`src/rtl/mandel_frame_scheduler_if.sv`:
```
// Solver and pixel-memory connections of the Mandelbrot frame scheduler.
// master = scheduler side, slave = solver + memory-writer side.
interface mandel_frame_scheduler_if #(
  parameter int CW = 27,
  parameter int IW = 13,
  parameter int AW = 19
);
  logic          solver_reset;
  logic [CW-1:0] solver_cr;
  logic [CW-1:0] solver_ci;
  logic [IW-1:0] solver_max;
  logic          solver_done;
  logic [IW-1:0] solver_iter;
  logic          wr_valid;
  logic          wr_ready;
  logic [AW-1:0] wr_addr;
  logic [IW-1:0] wr_iter;

  modport master (
    output solver_reset, solver_cr, solver_ci, solver_max,
    input  solver_done, solver_iter,
    output wr_valid, wr_addr, wr_iter,
    input  wr_ready
  );

  modport slave (
    input  solver_reset, solver_cr, solver_ci, solver_max,
    output solver_done, solver_iter,
    input  wr_valid, wr_addr, wr_iter,
    output wr_ready
  );
endinterface

```
`src/rtl/mandel_frame_scheduler.sv`:
```
// Walks an H_RES x V_RES frame pixel by pixel: hands each c coordinate to one
// iteration solver, waits for its result and writes the count to pixel memory.
//
// state    | meaning
// S_IDLE   | solver held in reset, waiting for start
// S_LOAD   | coordinate on solver inputs, solver still in reset
// S_SETTLE | two cycles out of reset, stale solver_done ignored
// S_RUN    | waiting for solver_done
// S_WRITE  | pixel write offered until accepted
// S_DONE   | one-cycle frame_done pulse
module mandel_frame_scheduler #(
  parameter int H_RES = 640,
  parameter int V_RES = 480,
  parameter int CW    = 27,
  parameter int IW    = 13,
  parameter int AW    = 19
) (
  input  logic                     clk,
  input  logic                     reset,
  input  logic                     i_start,
  input  logic                     i_abort,
  input  logic [CW-1:0]            i_x_origin,
  input  logic [CW-1:0]            i_y_origin,
  input  logic [CW-1:0]            i_dx,
  input  logic [CW-1:0]            i_dy,
  input  logic [IW-1:0]            i_max_iter,
  mandel_frame_scheduler_if.master bus,
  output logic                     o_busy,
  output logic                     o_frame_done,
  output logic [31:0]              o_frame_cycles
);
  localparam int XW = (H_RES > 1) ? $clog2(H_RES) : 1;
  localparam int YW = (V_RES > 1) ? $clog2(V_RES) : 1;
  localparam logic [XW-1:0] X_LAST = XW'(H_RES - 1);
  localparam logic [YW-1:0] Y_LAST = YW'(V_RES - 1);

  typedef enum logic [2:0] {
    S_IDLE, S_LOAD, S_SETTLE, S_RUN, S_WRITE, S_DONE
  } state_t;

  state_t        r_state;
  state_t        w_state_nxt;
  logic          r_settle_cnt;
  logic [XW-1:0] r_x;
  logic [YW-1:0] r_y;
  logic [CW-1:0] r_x0;
  logic [CW-1:0] r_dx;
  logic [CW-1:0] r_dy;
  logic [CW-1:0] r_cr;
  logic [CW-1:0] r_ci;
  logic [IW-1:0] r_max;
  logic [IW-1:0] r_iter;
  logic [AW-1:0] r_addr;
  logic [31:0]   r_cycles;
  logic          w_abort_ok;
  logic          w_start_ok;
  logic          w_accept;
  logic          w_last_pix;

  assign w_abort_ok = i_abort && (r_state != S_IDLE);
  assign w_start_ok = i_start && (r_state == S_IDLE);
  assign w_accept   = (r_state == S_WRITE) && bus.wr_ready && !i_abort;
  assign w_last_pix = (r_x == X_LAST) && (r_y == Y_LAST);

  always_ff @(posedge clk or posedge reset) begin
    if (reset) r_state <= S_IDLE;
    else       r_state <= w_state_nxt;
  end

  always_comb begin
    w_state_nxt = r_state;
    if (w_abort_ok) begin
      w_state_nxt = S_IDLE;
    end else begin
      case (r_state)
        S_IDLE:   if (i_start) w_state_nxt = S_LOAD;
        S_LOAD:   w_state_nxt = S_SETTLE;
        S_SETTLE: if (r_settle_cnt == 1'b0) w_state_nxt = S_RUN;
        S_RUN:    if (bus.solver_done) w_state_nxt = S_WRITE;
        S_WRITE:  if (w_accept) w_state_nxt = w_last_pix ? S_DONE : S_LOAD;
        S_DONE:   w_state_nxt = S_IDLE;
        default:  w_state_nxt = S_IDLE;
      endcase
    end
  end

  always_comb begin
    bus.solver_reset = (r_state == S_IDLE) || (r_state == S_LOAD);
    bus.wr_valid     = (r_state == S_WRITE);
    o_busy           = (r_state == S_LOAD) || (r_state == S_SETTLE) ||
                       (r_state == S_RUN)  || (r_state == S_WRITE);
    o_frame_done     = (r_state == S_DONE);
  end

  // The cycle counter also ticks in S_DONE, so the held value spans start accept
  // through the frame_done cycle.
  always_ff @(posedge clk or posedge reset) begin
    if (reset) begin
      r_settle_cnt <= 1'b0;
      r_x          <= '0;
      r_y          <= '0;
      r_x0         <= '0;
      r_dx         <= '0;
      r_dy         <= '0;
      r_cr         <= '0;
      r_ci         <= '0;
      r_max        <= '0;
      r_iter       <= '0;
      r_addr       <= '0;
      r_cycles     <= '0;
    end else if (w_start_ok) begin
      r_x0     <= i_x_origin;
      r_dx     <= i_dx;
      r_dy     <= i_dy;
      r_cr     <= i_x_origin;
      r_ci     <= i_y_origin;
      r_max    <= i_max_iter;
      r_x      <= '0;
      r_y      <= '0;
      r_addr   <= '0;
      r_cycles <= '0;
    end else begin
      if (r_state != S_IDLE && r_cycles != 32'hFFFF_FFFF) r_cycles <= r_cycles + 32'd1;
      if (r_state == S_LOAD)        r_settle_cnt <= 1'b1;
      else if (r_state == S_SETTLE) r_settle_cnt <= 1'b0;
      if (r_state == S_RUN && bus.solver_done && !i_abort) r_iter <= bus.solver_iter;
      if (w_accept) begin
        r_addr <= r_addr + 1'b1;
        if (r_x == X_LAST) begin
          r_x  <= '0;
          r_cr <= r_x0;
          r_y  <= r_y + 1'b1;
          r_ci <= r_ci - r_dy;
        end else begin
          r_x  <= r_x + 1'b1;
          r_cr <= r_cr + r_dx;
        end
      end
    end
  end

  assign bus.solver_cr  = r_cr;
  assign bus.solver_ci  = r_ci;
  assign bus.solver_max = r_max;
  assign bus.wr_addr    = r_addr;
  assign bus.wr_iter    = r_iter;
  assign o_frame_cycles = r_cycles;
endmodule

```
`src/flat_wrapper.sv`:
```
// flat-port wrapper written by rule: the top's interface ports become plain ports
module mandel_frame_scheduler_flat 
#(
  parameter int H_RES = 640,
  parameter int V_RES = 480,
  parameter int CW    = 27,
  parameter int IW    = 13,
  parameter int AW    = 19
)
  (clk, reset, i_start, i_abort, i_x_origin, i_y_origin, i_dx, i_dy, i_max_iter, o_busy, o_frame_done, o_frame_cycles, bus_solver_reset, bus_solver_cr, bus_solver_ci, bus_solver_max, bus_solver_done, bus_solver_iter, bus_wr_valid, bus_wr_addr, bus_wr_iter, bus_wr_ready);
  mandel_frame_scheduler_if #(.CW(CW), .IW(IW), .AW(AW)) bus_i ();
  input  logic clk;
  input  logic reset;
  input  logic i_start;
  input  logic i_abort;
  input  logic [CW-1:0] i_x_origin;
  input  logic [CW-1:0] i_y_origin;
  input  logic [CW-1:0] i_dx;
  input  logic [CW-1:0] i_dy;
  input  logic [IW-1:0] i_max_iter;
  output logic o_busy;
  output logic o_frame_done;
  output logic [31:0] o_frame_cycles;
  output wire logic [$bits(bus_i.solver_reset)-1:0] bus_solver_reset;
  output wire logic [$bits(bus_i.solver_cr)-1:0] bus_solver_cr;
  output wire logic [$bits(bus_i.solver_ci)-1:0] bus_solver_ci;
  output wire logic [$bits(bus_i.solver_max)-1:0] bus_solver_max;
  input wire logic [$bits(bus_i.solver_done)-1:0] bus_solver_done;
  input wire logic [$bits(bus_i.solver_iter)-1:0] bus_solver_iter;
  output wire logic [$bits(bus_i.wr_valid)-1:0] bus_wr_valid;
  output wire logic [$bits(bus_i.wr_addr)-1:0] bus_wr_addr;
  output wire logic [$bits(bus_i.wr_iter)-1:0] bus_wr_iter;
  input wire logic [$bits(bus_i.wr_ready)-1:0] bus_wr_ready;
  assign bus_solver_reset = bus_i.solver_reset;
  assign bus_solver_cr = bus_i.solver_cr;
  assign bus_solver_ci = bus_i.solver_ci;
  assign bus_solver_max = bus_i.solver_max;
  assign bus_i.solver_done = bus_solver_done;
  assign bus_i.solver_iter = bus_solver_iter;
  assign bus_wr_valid = bus_i.wr_valid;
  assign bus_wr_addr = bus_i.wr_addr;
  assign bus_wr_iter = bus_i.wr_iter;
  assign bus_i.wr_ready = bus_wr_ready;
  mandel_frame_scheduler #(.H_RES(H_RES), .V_RES(V_RES), .CW(CW), .IW(IW), .AW(AW)) u_core (.clk(clk), .reset(reset), .i_start(i_start), .i_abort(i_abort), .i_x_origin(i_x_origin), .i_y_origin(i_y_origin), .i_dx(i_dx), .i_dy(i_dy), .i_max_iter(i_max_iter), .bus(bus_i), .o_busy(o_busy), .o_frame_done(o_frame_done), .o_frame_cycles(o_frame_cycles));
endmodule
```
`config.mk`:
```
export PLATFORM = sky130hd
export DESIGN_NAME = mandel_frame_scheduler_flat
export DESIGN_NICKNAME = d
export VERILOG_FILES = /design/src/rtl/mandel_frame_scheduler_if.sv /design/src/rtl/mandel_frame_scheduler.sv /design/src/flat_wrapper.sv
export SDC_FILE = /design/constraint.sdc
export NUM_CORES = 1
export LEC_CHECK = 0
export BUFFER_PORTS_ARGS = -buffer_cell sky130_fd_sc_hd__buf_2
export CORE_MARGIN = 10
export CORE_UTILIZATION = 50
export CTS_CLUSTER_DIAMETER = 60
export DETAILED_ROUTE_END_ITERATION = 12
export PLACE_DENSITY = 0.79
export REMOVE_ABC_BUFFERS = 1
export SYNTH_ARGS = -nofsm -noshare
export SYNTH_HDL_FRONTEND = slang
export SYNTH_SLANG_ARGS = --single-unit
```
`constraint.sdc`:
```
create_clock -name clk -period 13.2 [get_ports clk]
set_input_delay 0 -clock clk [delete_from_list [all_inputs] [get_ports clk]]
set_output_delay 0 -clock clk [all_outputs]
set_load 0.1 [all_outputs]
```
==> impl_metrics.env <==
export IMPL_p_leak_uw=0.008263
export IMPL_syn_instance_count=1423
export IMPL_synth_most_common_cell="nand2_1"
export IMPL_gp_congestion=0.9098
export IMPL_drc_errors=0
export IMPL_yosys_area_top_type="dfrtp_1"
export IMPL_cts_tree="built"
export IMPL_dp_cells=1977
export IMPL_grt_pass1_vias=11940
export IMPL_timing_slew_headroom_pct=26.38
export IMPL_nets=2013
export IMPL_route_vias_total=11940
export IMPL_fin_tns_setup_ps=0
export IMPL_required_ps=13640
export IMPL_area_growth_pct=31.30
export IMPL_skew_ps=19.45
export IMPL_cp_slowest_cell="fa_1"
export IMPL_busiest_layer="met2"
export IMPL_period_minus_slack_ps=3221
export IMPL_top_level_ports=275
export IMPL_cts_root_buf="clkbuf_16"
export IMPL_met2_usage_pct=38.93
export IMPL_rows=58
export IMPL_rsz0062_at_grt="no"
export IMPL_routedWlPerCell_um=17.54
export IMPL_cpLargestDelayFamily="compound AO/OA/AOI/OAI gates"
export IMPL_path_clk_slew_ps=60
export IMPL_clkLatencyLatePin_ps=530
export IMPL_fin_worst_hold_slack_ps=120.6
export IMPL_dr_pass1_iters=7
export IMPL_cts_buffer_depth=3
export IMPL_met3_usage_pct=4.739
export IMPL_fp_dieW_um=179.0
export IMPL_synth_xor_area_share_pct=6.723
export IMPL_setup_viol=0
export IMPL_ys_seq_area_share_pct=46.53
export IMPL_grt_max_degree=227
export IMPL_p_per_area_nw_per_um2=280.9
export IMPL_async_flop_share_pct=100.0
export IMPL_place_area_um2=14290
export IMPL_grt_pass1_wl_um=60640
export IMPL_grt_use_total_pct=23.00
export IMPL_cts_buffers=27
export IMPL_die_area_um2=32030
export IMPL_ir_drop_mv=0.1838
export IMPL_clock_sinks=235
export IMPL_htree_levels=1
export IMPL_yosysTopAreaCellShare_pct=46.53
export IMPL_coreArea_um2=25040
export IMPL_path_max_fanout=4
export IMPL_critPathLaunchType="flip-flop"
export IMPL_hold_violations=0
export IMPL_synth_simple_area_share_pct=20.54
export IMPL_cp_depth=13
export IMPL_hold_class="in2async"
export IMPL_crit_chain="inv_1 -> ha_1 -> inv_1 -> fa_1 -> a211oi_1 -> o21bai_1 -> o211ai_1 -> nand2_1 -> o21a_1 -> a31oi_1 -> xor2_1 -> a211oi_1 -> a311oi_1"
export IMPL_wl_um=38020
export IMPL_ys_flop_type="dfrtp_1"
export IMPL_path_buf_inv=2
export IMPL_yosys_mux_area_fraction_pct=1.317
export IMPL_ys_top_cells_by_area="dfrtp_1, nand2_1, ha_1"
export IMPL_status="complete, no violations"
export IMPL_drive_gt1_share_pct=19.98
export IMPL_critical_path_max_stage_delay_ps=410
export IMPL_ys_warnings_count=0
export IMPL_met1_usage_pct=28.35
export IMPL_n_fill_cell=1931
export IMPL_r2r_cells=13
export IMPL_ys_ff_latch=235
export IMPL_dp_hpwl_um=24250
export IMPL_endpoint_kind="flip-flop"
export IMPL_synth_top_family_by_area="simple AND/OR/NAND/NOR gates"
export IMPL_synth_compound_area_share_pct=15.69
export IMPL_synthTopCellsByCount="nand2_1, dfrtp_1, nor2_1, o21ai_0, a21oi_1"
export IMPL_io_buffers=274
export IMPL_fmax_mhz=310.5
export IMPL_timing_final_crit_share_pct=24.40
export IMPL_critical_path_arrival_ps=3660
export IMPL_antenna_found_initial=4
export IMPL_synth_area_um2=12640
export IMPL_synth_edf_count=0
export IMPL_tightest_slew_ps=1104
export IMPL_vias_per_cell=5.507
export IMPL_syn_avg_cell_area_um2=8.881
export IMPL_start_util_pct=50.47
export IMPL_maxCapViolCount=0
export IMPL_drtIter0Drc=882
export IMPL_drtAntennaViolNets=0
export IMPL_die_h_um=179.0
export IMPL_critPathKind="reg2reg"
export IMPL_synthAdderAreaFrac_pct=5.861
export IMPL_final_cells=2168
export IMPL_stdcell_area_um2=16590
export IMPL_overflow=0
export IMPL_synth_cell_types=70
export IMPL_maxSlewViolCount=0
## report_power, final
part	total [uW]	internal [uW]	switching, uW
registers	1150	969	177
logic	2760	774	1990
clock network	754	456	298
## worst paths after layout
path | start | end | slack [ps]
max | u_core.bus.solver_ci[0]$_DFFE_PP0P_ | u_core.bus.solver_ci[26]$_DFFE_PP0P_ | 9980
min | reset | u_core.r_dy[22]$_DFFE_PP0P_ | 120
max reg2reg | u_core.bus.solver_ci[0]$_DFFE_PP0P_ | u_core.bus.solver_ci[26]$_DFFE_PP0P_ | 9980
min reg2reg | u_core.r_x0[20]$_DFFE_PP0P_ | u_core.r_x0[20]$_DFFE_PP0P_ | 470
max in group asynchronous | reset | u_core.r_x0[23]$_DFFE_PP0P_ | 11570
min in group clk | bus_wr_ready | u_core.r_state[0]$_DFFE_PP0P_ | 170
## tightest hold or removal path: stages
cell and delay (ps):
dlygate4sd3_1 530, buf_2 150, inv_8 440
## what timing repair did
item,CTS,global route
endpoints found under the setup margin,0,0
hold buffers,139,0
hold endpoints to repair,252,0
setup buffers,0,0
gates resized for setup,0,0
## per-stage QoR
step           total power (uW)  util, %  setup WS, ps
2_1_floorplan              3346        -         -1463
3_3_place_gp               3771    57.08         10210
3_5_place_dp               3831    57.08         10100
4_1_cts                    4639    66.21         10090
5_1_grt                    4953    66.25          9753
6_report                   4662    66.27          9979
## area by class of cell
| type | count | area, um2 | share of cell area (%) |
|---|---|---|---|
| sequential | 235 | 5881 | 35.44 |
| multi-input combinational | 1082 | 6361 | 38.34 |
| timing repair buffer | 422 | 2843 | 17.13 |
| antenna | 6 | 15.01 | 0.09049 |
| tap | 330 | 412.9 | 2.488 |
| clock buffer | 37 | 793.3 | 4.781 |
| inverter | 47 | 183.9 | 1.109 |
| clock inverter | 9 | 102.6 | 0.6184 |
## registers in the layout (all words and copies together), names as in the netlist
register / flops
u_core.bus.solver_cr: 27
u_core.r_state: 3
u_core.r_y: 9
u_core.bus.wr_iter: 13
u_core.bus.solver_ci: 27
u_core.r_dy: 27
u_core.bus.wr_addr: 19
u_core.bus.solver_max: 13
u_core.r_settle_cnt: 1
u_core.r_x0: 27
u_core.o_frame_cycles: 32
u_core.r_dx: 27
u_core.r_x: 10
## routing by layer
metal  vias up  share of wire, %
li1       5671                 -
met1      5680                40
met2       479                49
met3       110               7.2
met4         0               3.7
met5         -                 0
## layout by cell type, fill, tap and decap left out, types with 12 or more instances in the layout
master         instances
nand3_1               31
dlygate4sd3_1        139
mux2_2                13
nor2_1               124
nand2_1              335
a211oi_1              13
xor2_1                62
buf_2                274
o21ai_0              101
a21oi_1               83
nand4_1               19
ha_1                  56
nor3_1                12
a21o_1                25
xnor2_1               35
inv_1                 46
dfrtp_1              235
clkbuf_16             27
## kinds of logic (layout without fill, tap and decap cells)
| group | after synthesis | count (layout) |
|---|---|---|
| AO/OA/AOI/OAI | 318 | 318 |
| flip-flops | 235 | 235 |
| multiplexers | 15 | 15 |
| other | 0 | 6 |
| XOR/XNOR | 97 | 97 |
| buffers and inverters | 106 | 515 |
| AND/OR/NAND/NOR | 594 | 594 |
| adder cells (fa/ha/maj) | 58 | 58 |
Note: power is estimated with default switching activity, not from simulation.
